### config.mk
export PLATFORM = sky130hd
export DESIGN_NAME = buzzer_note_player
export DESIGN_NICKNAME = d
export VERILOG_FILES = /design/src/rtl/buzzer_note_pkg.sv /design/src/rtl/ms_tick_gen.sv /design/src/rtl/buzzer_note_player.sv
export SDC_FILE = /design/constraint.sdc
export NUM_CORES = 1
export LEC_CHECK = 0
export CAP_MARGIN = 20
export CORE_AREA = 2 2 107 109
export CTS_CLUSTER_SIZE = 16
export DETAILED_ROUTE_END_ITERATION = 16
export DIE_AREA = 0 0 109 111
export GPL_TIMING_DRIVEN = 0
export REMOVE_ABC_BUFFERS = 1
export SLEW_MARGIN = 20
export SYNTH_ARGS = -nofsm -noshare
export SYNTH_HDL_FRONTEND = slang
export SYNTH_HIERARCHICAL = 1
export SYNTH_SLANG_ARGS = --single-unit
export TNS_END_PERCENT = 50
### constraint.sdc
create_clock -name CLK_IN -period 7.1 [get_ports CLK_IN]
set_clock_uncertainty 0.05 [all_clocks]
set_input_delay 1.065 -clock CLK_IN [delete_from_list [all_inputs] [get_ports CLK_IN]]
set_output_delay 1.065 -clock CLK_IN [all_outputs]
set_load 0.01 [all_outputs]
### src/rtl/buzzer_note_pkg.sv
// Shared definitions for the buzzer note player: note table, pitch helper,
// FSM state encoding and LED codes.
package buzzer_note_pkg;

    typedef enum logic [1:0] {S_IDLE, S_TONE, S_GAP} state_t;

    localparam logic [2:0] LED_OFF  = 3'b111;
    localparam logic [2:0] LED_TONE = 3'b110;
    localparam logic [2:0] LED_REST = 3'b101;

    localparam logic [3:0] NOTE_REST = 4'd0;
    localparam logic [3:0] NOTE_C4   = 4'd1;
    localparam logic [3:0] NOTE_C5   = 4'd13;

    // C4..C5 chromatic, indexed by code-1
    localparam int FREQ_HZ [13] = '{262, 277, 294, 311, 330, 349, 370,
                                    392, 415, 440, 466, 494, 523};

    function automatic logic is_pitched(input logic [3:0] code);
        return (code >= NOTE_C4) && (code <= NOTE_C5);
    endfunction

    // Half-period in clock cycles; non-pitched codes return 1 so the
    // entry is still a legal counter limit.
    function automatic int half_period(input int clk_hz, input int code);
        int h;
        if (code < 1 || code > 13) return 1;
        h = clk_hz / (2 * FREQ_HZ[code-1]);
        return (h < 1) ? 1 : h;
    endfunction

endpackage

### src/rtl/ms_tick_gen.sv
// Millisecond prescaler: one-cycle tick every CLK_HZ/1000 cycles after clr.
module ms_tick_gen #(
    parameter int CLK_HZ = 24000000
) (
    input  logic CLK_IN,
    input  logic RST_N,
    input  logic clr,
    output logic tick
);
    localparam int MS_CYC = CLK_HZ / 1000;
    localparam int PW     = (MS_CYC > 1) ? $clog2(MS_CYC) : 1;

    logic [PW-1:0] cnt;

    assign tick = (cnt == PW'(MS_CYC - 1)) && !clr;

    always_ff @(posedge CLK_IN) begin
        if (!RST_N || clr || tick) cnt <= '0;
        else                       cnt <= cnt + PW'(1);
    end
endmodule

### src/rtl/buzzer_note_player.sv
// Plays one note request at a time as a square wave on BZ for the requested
// duration, then holds a fixed silent gap before accepting the next one.
module buzzer_note_player
    import buzzer_note_pkg::*;
#(
    parameter int CLK_HZ = 24000000,
    parameter int GAP_MS = 20
) (
    input  logic       CLK_IN,
    input  logic       RST_N,
    input  logic       NOTE_VALID,
    output logic       NOTE_READY,
    input  logic [3:0] NOTE_CODE,
    input  logic [9:0] NOTE_DUR_MS,
    output logic       BZ,
    output logic [2:0] RGB_LED,
    output logic       BUSY
);
    localparam int         HW       = $clog2(half_period(CLK_HZ, 1) + 1);
    localparam logic [9:0] GAP_LAST = 10'(GAP_MS - 1);
    localparam bit         HAS_GAP  = (GAP_MS != 0);

    state_t          state, state_n;
    logic [3:0]      code_q, code_n;
    logic [9:0]      dur_q, dur_n, ms_cnt, ms_n;
    logic [HW-1:0]   hcnt, h_n;
    logic            bz_n;
    logic [2:0]      led_n;
    logic            tick;
    logic [HW-1:0]   half_tbl [16];

    // Constant-argument calls fold to a small ROM; no runtime divider.
    for (genvar i = 0; i < 16; i++) begin : g_half
        assign half_tbl[i] = HW'(half_period(CLK_HZ, i));
    end

    ms_tick_gen #(.CLK_HZ(CLK_HZ)) u_tick (
        .CLK_IN (CLK_IN),
        .RST_N  (RST_N),
        .clr    (state == S_IDLE),
        .tick   (tick)
    );

    assign NOTE_READY = (state == S_IDLE);
    assign BUSY       = (state != S_IDLE);

    always_ff @(posedge CLK_IN) begin
        if (!RST_N) begin
            state   <= S_IDLE;
            code_q  <= '0;
            dur_q   <= '0;
            ms_cnt  <= '0;
            hcnt    <= '0;
            BZ      <= 1'b0;
            RGB_LED <= LED_OFF;
        end else begin
            state   <= state_n;
            code_q  <= code_n;
            dur_q   <= dur_n;
            ms_cnt  <= ms_n;
            hcnt    <= h_n;
            BZ      <= bz_n;
            RGB_LED <= led_n;
        end
    end

    always_comb begin
        state_n = state;
        code_n  = code_q;
        dur_n   = dur_q;
        ms_n    = ms_cnt;
        h_n     = hcnt;
        bz_n    = BZ;
        led_n   = RGB_LED;
        case (state)
            S_IDLE: begin
                if (NOTE_VALID) begin
                    code_n = NOTE_CODE;
                    dur_n  = NOTE_DUR_MS;
                    ms_n   = '0;
                    h_n    = '0;
                    bz_n   = 1'b0;
                    // zero-length requests are consumed without playing
                    if (NOTE_DUR_MS != 10'd0) begin
                        state_n = S_TONE;
                        led_n   = is_pitched(NOTE_CODE) ? LED_TONE : LED_REST;
                    end
                end
            end
            S_TONE: begin
                if (is_pitched(code_q)) begin
                    if (hcnt == half_tbl[code_q] - HW'(1)) begin
                        h_n  = '0;
                        bz_n = ~BZ;
                    end else begin
                        h_n  = hcnt + HW'(1);
                    end
                end
                if (tick) begin
                    if (ms_cnt == dur_q - 10'd1) begin
                        ms_n    = '0;
                        h_n     = '0;
                        bz_n    = 1'b0;
                        led_n   = LED_OFF;
                        state_n = HAS_GAP ? S_GAP : S_IDLE;
                    end else begin
                        ms_n = ms_cnt + 10'd1;
                    end
                end
            end
            S_GAP: begin
                if (tick) begin
                    if (ms_cnt == GAP_LAST) begin
                        ms_n    = '0;
                        state_n = S_IDLE;
                    end else begin
                        ms_n = ms_cnt + 10'd1;
                    end
                end
            end
            default: begin
                state_n = S_IDLE;
                bz_n    = 1'b0;
                led_n   = LED_OFF;
            end
        endcase
    end
endmodule

Word-level counts from Yosys, hierarchy flattened

Memory sizes are Yosys's and may differ from the RTL's.
Index checks and enable logic that the tools add are counted.

Add/subtract/negate cells: 5
$mul: 0
Divide/modulo/power cells: 0
Order comparisons: 5
Equality and inequality tests: 12
Shifts and indexed selects: 0
Multiplexer cells: 33
Bitwise operators: 3
Reduce and logical (&&, ||, !) cells: 18

Operators by type and width:

| operator                | count |
|---|---|
| $mux W16                | 7 |
| $mux W10                | 5 |
| $pmux W16 S2            | 1 |
| $pmux W10 S3            | 1 |
| $add A16 B1 Y16 const B | 1 |
| $eq A16 B16 Y1          | 1 |
| $sub A16 B1 Y16 const B | 1 |
| $add A15 B1 Y15 const B | 1 |
| $eq A15 B15 Y1 const B  | 1 |
| $mux W2                 | 7 |
| $mux W3                 | 4 |
| $add A10 B1 Y10 const B | 1 |
| $eq A10 B10 Y1          | 1 |
| $eq A10 B5 Y1 const B   | 1 |
| $reduce_bool A10 Y1     | 1 |
| $sub A10 B1 Y10 const B | 1 |
| $pmux W3 S3             | 1 |
| $ge A4 B1 Y1 const B    | 2 |
| $le A4 B4 Y1 const B    | 2 |
| $ne A2 B2 Y1 const B    | 4 |
| $pmux W2 S3             | 1 |
| $reduce_and A2 Y1       | 3 |
| $reduce_and A6 Y1       | 1 |
| $ge A5 B5 Y1 const B    | 1 |
| other kinds (15)        | 26 |

Register bits after elaboration: 61
Latch bits: 0
Memory bits (writable): 0
Bits in read-only memories: 256
Input port bits: 17
Output and inout bits: 6
Memories: 1

Memories:

| name            | words | width | rd ports | clocked after memory_dff | wr ports | RTL line                 | RTL |
|---|---|---|---|---|---|---|---|
| (no name shown) | 16    | 16    | 1        | 0                        | 0        | buzzer_note_player.sv:92 | `if (hcnt == half_tbl[code_q] - HW'(1)) begin` |

Depth between registers and ports, before layout

Word-level depth: 11
Depth in mapped cells: 17

Modules after synthesis

Netlist, hierarchy kept.

Modules (own cells, without submodules):

| module             | instances | cells each | area each (µm²) |
|---|---|---|---|
| buzzer_note_player | 1         | 468        | 3,507.1 |
| ms_tick_gen        | 1         | 76         | 694.4 |

Worst setup path after synthesis

No wires, ideal clock.

Path kind: flip-flop to flip-flop
Start point: register code_q[3]
End point: register BZ
Setup time: 0.062 ns
Data arrival time: 4.033 ns
Setup slack: 2.955 ns
Cell stages (with the launch flop): 17
Buffers on the path: 5
Period minus slack after synthesis: 4.145 ns
Path through: dfxtp_1 > buf_2 > clkbuf_1 > clkbuf_1 > nor2_1 > a21oi_1 > ha_1 > o211a_1 > or4b_1 > buf_2 > nor4_4 > mux2i_1 > o32ai_1 > or4_1 > buf_2 > or4b_1 > nand3_1

Longest elaborated chain between the ends: 11
Elaborated cells between the ends (all ways): 14
Classes of those cells: 1 x add/sub; 2 x order compare; 1 x eq/ne; 7 x mux; 1 x bitwise; 1 x reduce/logical; 1 x memory

RTL lines:

| element                                     | RTL line                  | RTL |
|---|---|---|
| from (decl)                                 | buzzer_note_player.sv:24  | `logic [3:0] code_q, code_n;` |
| from (signal assigned)                      | buzzer_note_player.sv:58  | `code_q <= code_n;` |
| $not A4 Y5 (implied by the code)            | buzzer_note_player.sv:92  |  |
| $mem_v2 Z16 W16                             | n/a                       |  |
| $mux W16 (implied by the code) (2 in a row) | buzzer_note_player.sv:92  |  |
| $sub A16 B1 Y16                             | buzzer_note_player.sv:92  |  |
| $eq A16 B16 Y1                              | buzzer_note_player.sv:92  |  |
| $mux W1                                     | buzzer_note_player.sv:92  |  |
| $mux W1 (*)                                 | buzzer_note_player.sv:91  | `if (is_pitched(code_q)) begin` |
| $mux W1                                     | buzzer_note_player.sv:100 | `if (ms_cnt == dur_q - 10'd1) begin` |
| $mux W1 (*)                                 | buzzer_note_player.sv:99  | `if (tick) begin` |
| $pmux W1 S3 (*)                             | buzzer_note_player.sv:75  | `case (state)` |
| to (signal assigned)                        | buzzer_note_player.sv:62  | `BZ <= bz_n;` |
| to (decl)                                   | buzzer_note_player.sv:15  | `output logic BZ,` |

Every way passes the cells marked *; elsewhere a longest branch is shown, timed or not. The select of a mux whose other input is x is not followed.
A chain may end at the register's enable or synchronous reset.

Worst setup path in the final report

Start point: register code_q[1]
End point: register BZ

Same word-level chain as after synthesis.

==> flow_summary.toml <==
[worst_setup_path]
endpoint = "BZ$_SDFFE_PN0P_"
path_cells = "inv_1, ha_1, nand2_1, mux2i_1, inv_1, ha_1, o211a_1, or4b_1, nor4_4, mux2i_1, o32ai_1, or4_1, or4b_1, nand3_1"
path_class = "flip-flop to flip-flop"
r2r-start = "code_q[1]$_SDFFE_PN0P_"
cp_top_family = "simple AND/OR/NAND/NOR gates"
max_stage_delay_ns = 0.90
critical_path.endpoint_type = "flip-flop"
r2r_end = "BZ$_SDFFE_PN0P_"
crit_required_ns = 7.31
worst-r2r-cell-count = 14
crit_slowest_cell = "or4_1"
cp_max_fo = 26
cp_num_cells = 14
r2r_slack_ns = 2.08
cp-start-kind = "flip-flop"
timing.critical_path.buf_inv = 2
cp-startpoint = "code_q[1]$_SDFFE_PN0P_"
arrival_ns = 5.23

[grt]
grtUsageTotal = 0.168
grt.busiest_layer = "met2"
grt_pass1_wl_um = 16700
grt_pass1_vias = 3527
grtUsageMet2 = 0.259
grt.met1_usage = 0.236
overflow = 0
grt_start_max_net_pins = 32
antenna_found_initial = 0
grt_use_met3 = 0.0329

[final_layout]
final_layout_size_suffix_gt1_frac = 0.0543
fin_nets = 582
fin_cells = 695
syn_to_final_growth_pct = 14.5
diodes = 0
design_area_um2 = 4810
finish.utilization = 0.434

[logic_synthesis]
synthesis.area_um2 = 4200
synth-xor-area-share = 0.0938
synthAdderAreaFrac = 0.0506
synth_top_family_by_area = "simple AND/OR/NAND/NOR gates"
synth_area_leaders = "dfxtp_1 29%, ha_1 5.1%, nand2_1 4.9%"
synth.distinct_cells = 65
synth_edf_count = 0
netlist_instances = 544
synth-simple-area-share = 0.311
synth_common_cells = "60 x dfxtp_1, 55 x nand2_1, 49 x nor2_1"
ys.flop_type = "dfxtp_1"
synth_top_area_cell = "dfxtp_1"
async_flop_share = 0
synthMuxAreaShare = 0.0417
syn_avg_cell_area_um2 = 7.72
synth_seq_cells = 60
synth_seq_area_share = 0.286
ys_warn_count = 6
synth_most_common_cell = "dfxtp_1"
synth_compound_area_frac = 0.152
netlist.area_leader.share = 0.286

[floorplan]
core_area_um2 = 11100
die_area_um2 = 12100
rows = 39
pin_count = 23
start_util = 0.379
die_y_um = 111
die_x_um = 109

[sta]
slew_violations = 0
setup_violations = 0
fin_tns_setup_ns = 0
grt_setup_unrepaired = "false"
hold_viol = 0
period_minus_slack_ns = 5.02
fmax_mhz = 199
holdWs_ns = 0.413
period_share = 0.707
worst_slew_pin_slew_ns = 0.998
setup_ws_ns = 2.08
slew_headroom = 0.333

[placement]
dp_slack_ns = 2.07
dpl.hpwl_um = 6960
dp_cells = 679
placed_area_um2 = 4460
gp_congestion = 0.865
portBuffers = 21

[clocking]
post_cts_resized = 0
cts_max_path_buffers = 2
path_clk_slew_ns = 0.05
cts_hold_buf = 0
cts_root_buffer = "clkbuf_16"
postCtsSetupBuffers = 0
cts_htree_levels = 3
worstSkewPairLatency_ns = 0.33
cts_sinks = 60
cts_buffers = 9
cts_tree = "yes"

[detailed_routing]
wirelength_um = 9610
drc = 0
vias_per_cell = 5.48
dr_total_vias = 3812
drt_pre_antenna_iters = 5
ant_nets = 0
dr.first_iter.drc_count = 217
wl_per_cell_um = 13.8

[power_and_ir_drop]
p_leak_nw = 1.73
power_density_nw_per_um2 = 284
p_total_mw = 1.37
peakVddDrop_v = 0.000191

[run]
cap_violations = 0

[min_path]
whs_path_depth = 1
min_path_type = "flip-flop to flip-flop"

[status]
outcome = "finished clean"
==> where the power goes <==
part           switching, mW  internal, mW  total (mW)
combinational          0.277         0.202       0.479
clock                  0.149         0.334       0.483
sequential            0.0440         0.362       0.406
total                  0.469         0.898        1.37
==> cell type report <==
type,instances,area [um2]
well taps,143,179
inverters,31,116
flip-flops and latches,60,1200
clock inverters,3,68.8
repair buffers,24,233
multi-input cells,422,2750
fillers,1096,6270
clock buffers,12,267
==> cells by family (layout without fill, tap and decap cells) <==
logic type / count (synthesis) / count (layout)
xor gates and xnor gates: 45 / 45
adders and majority gates: 17 / 17
DFF: 60 / 60
and+or+nand+nor: 242 / 242
muxes: 15 / 15
buffers and inverters: 62 / 70
other: 1 / 1
AOI/OAI and AO/OA: 102 / 102
==> state kept, by name, indices dropped and copies added (netlist names) <==
name,count
code_q,4
u_tick/cnt,15
BZ,1
dur_q,10
ms_cnt,10
hcnt,16
state,2
RGB_LED,2
==> worst min path at each step <==
stage	endpoint	start	slack [ns]
2_1_floorplan	u_tick/cnt[0]$_SDFF_PP0_	u_tick/cnt[0]$_SDFF_PP0_	0.38
3_3_place_gp	u_tick/cnt[0]$_SDFF_PP0_	u_tick/cnt[0]$_SDFF_PP0_	0.39
3_5_place_dp	u_tick/cnt[0]$_SDFF_PP0_	u_tick/cnt[0]$_SDFF_PP0_	0.41
4_1_cts	u_tick/cnt[0]$_SDFF_PP0_	u_tick/cnt[0]$_SDFF_PP0_	0.42
5_1_grt	dur_q[9]$_SDFFE_PN0P_	dur_q[9]$_SDFFE_PN0P_	0.45
6_report	u_tick/cnt[0]$_SDFF_PP0_	u_tick/cnt[0]$_SDFF_PP0_	0.41
==> placed cells by master, fill, tap and decap left out, types with 3 or more instances in the layout <==
cell type	synthesis	final
nand4_1	16	16
and2_1	4	4
o22ai_1	3	3
nand2b_1	12	12
nor4b_1	5	5
nand2_1	55	55
a311oi_1	8	8
dfxtp_1	60	60
a21oi_1	39	39
o211ai_1	3	3
clkbuf_8	0	3
and3_1	14	14
or3_1	5	5
nor4_2	2	3
inv_1	29	29
nor4_1	12	11
xor2_1	23	23
a211oi_1	4	4
nor2_1	49	49
ha_1	17	17
o21ai_0	14	14
clkbuf_16	0	9
clkdlybuf4s50_1	0	21
a41oi_1	4	4
or4_1	3	3
and4_1	3	3
nand3_1	32	32
nor3_1	8	7
a31oi_1	12	12
mux2i_1	13	13
xnor2_1	22	22
or3b_1	3	3
==> per-layer routing <==
metal	part of all wire	vias up	wire, um
li1	-	1958	-
met5	0	-	0
met2	0.46	63	4440
met3	0.031	14	301
met4	0.016	0	151
met1	0.49	1777	4710
(Power assumes the default switching activity.)
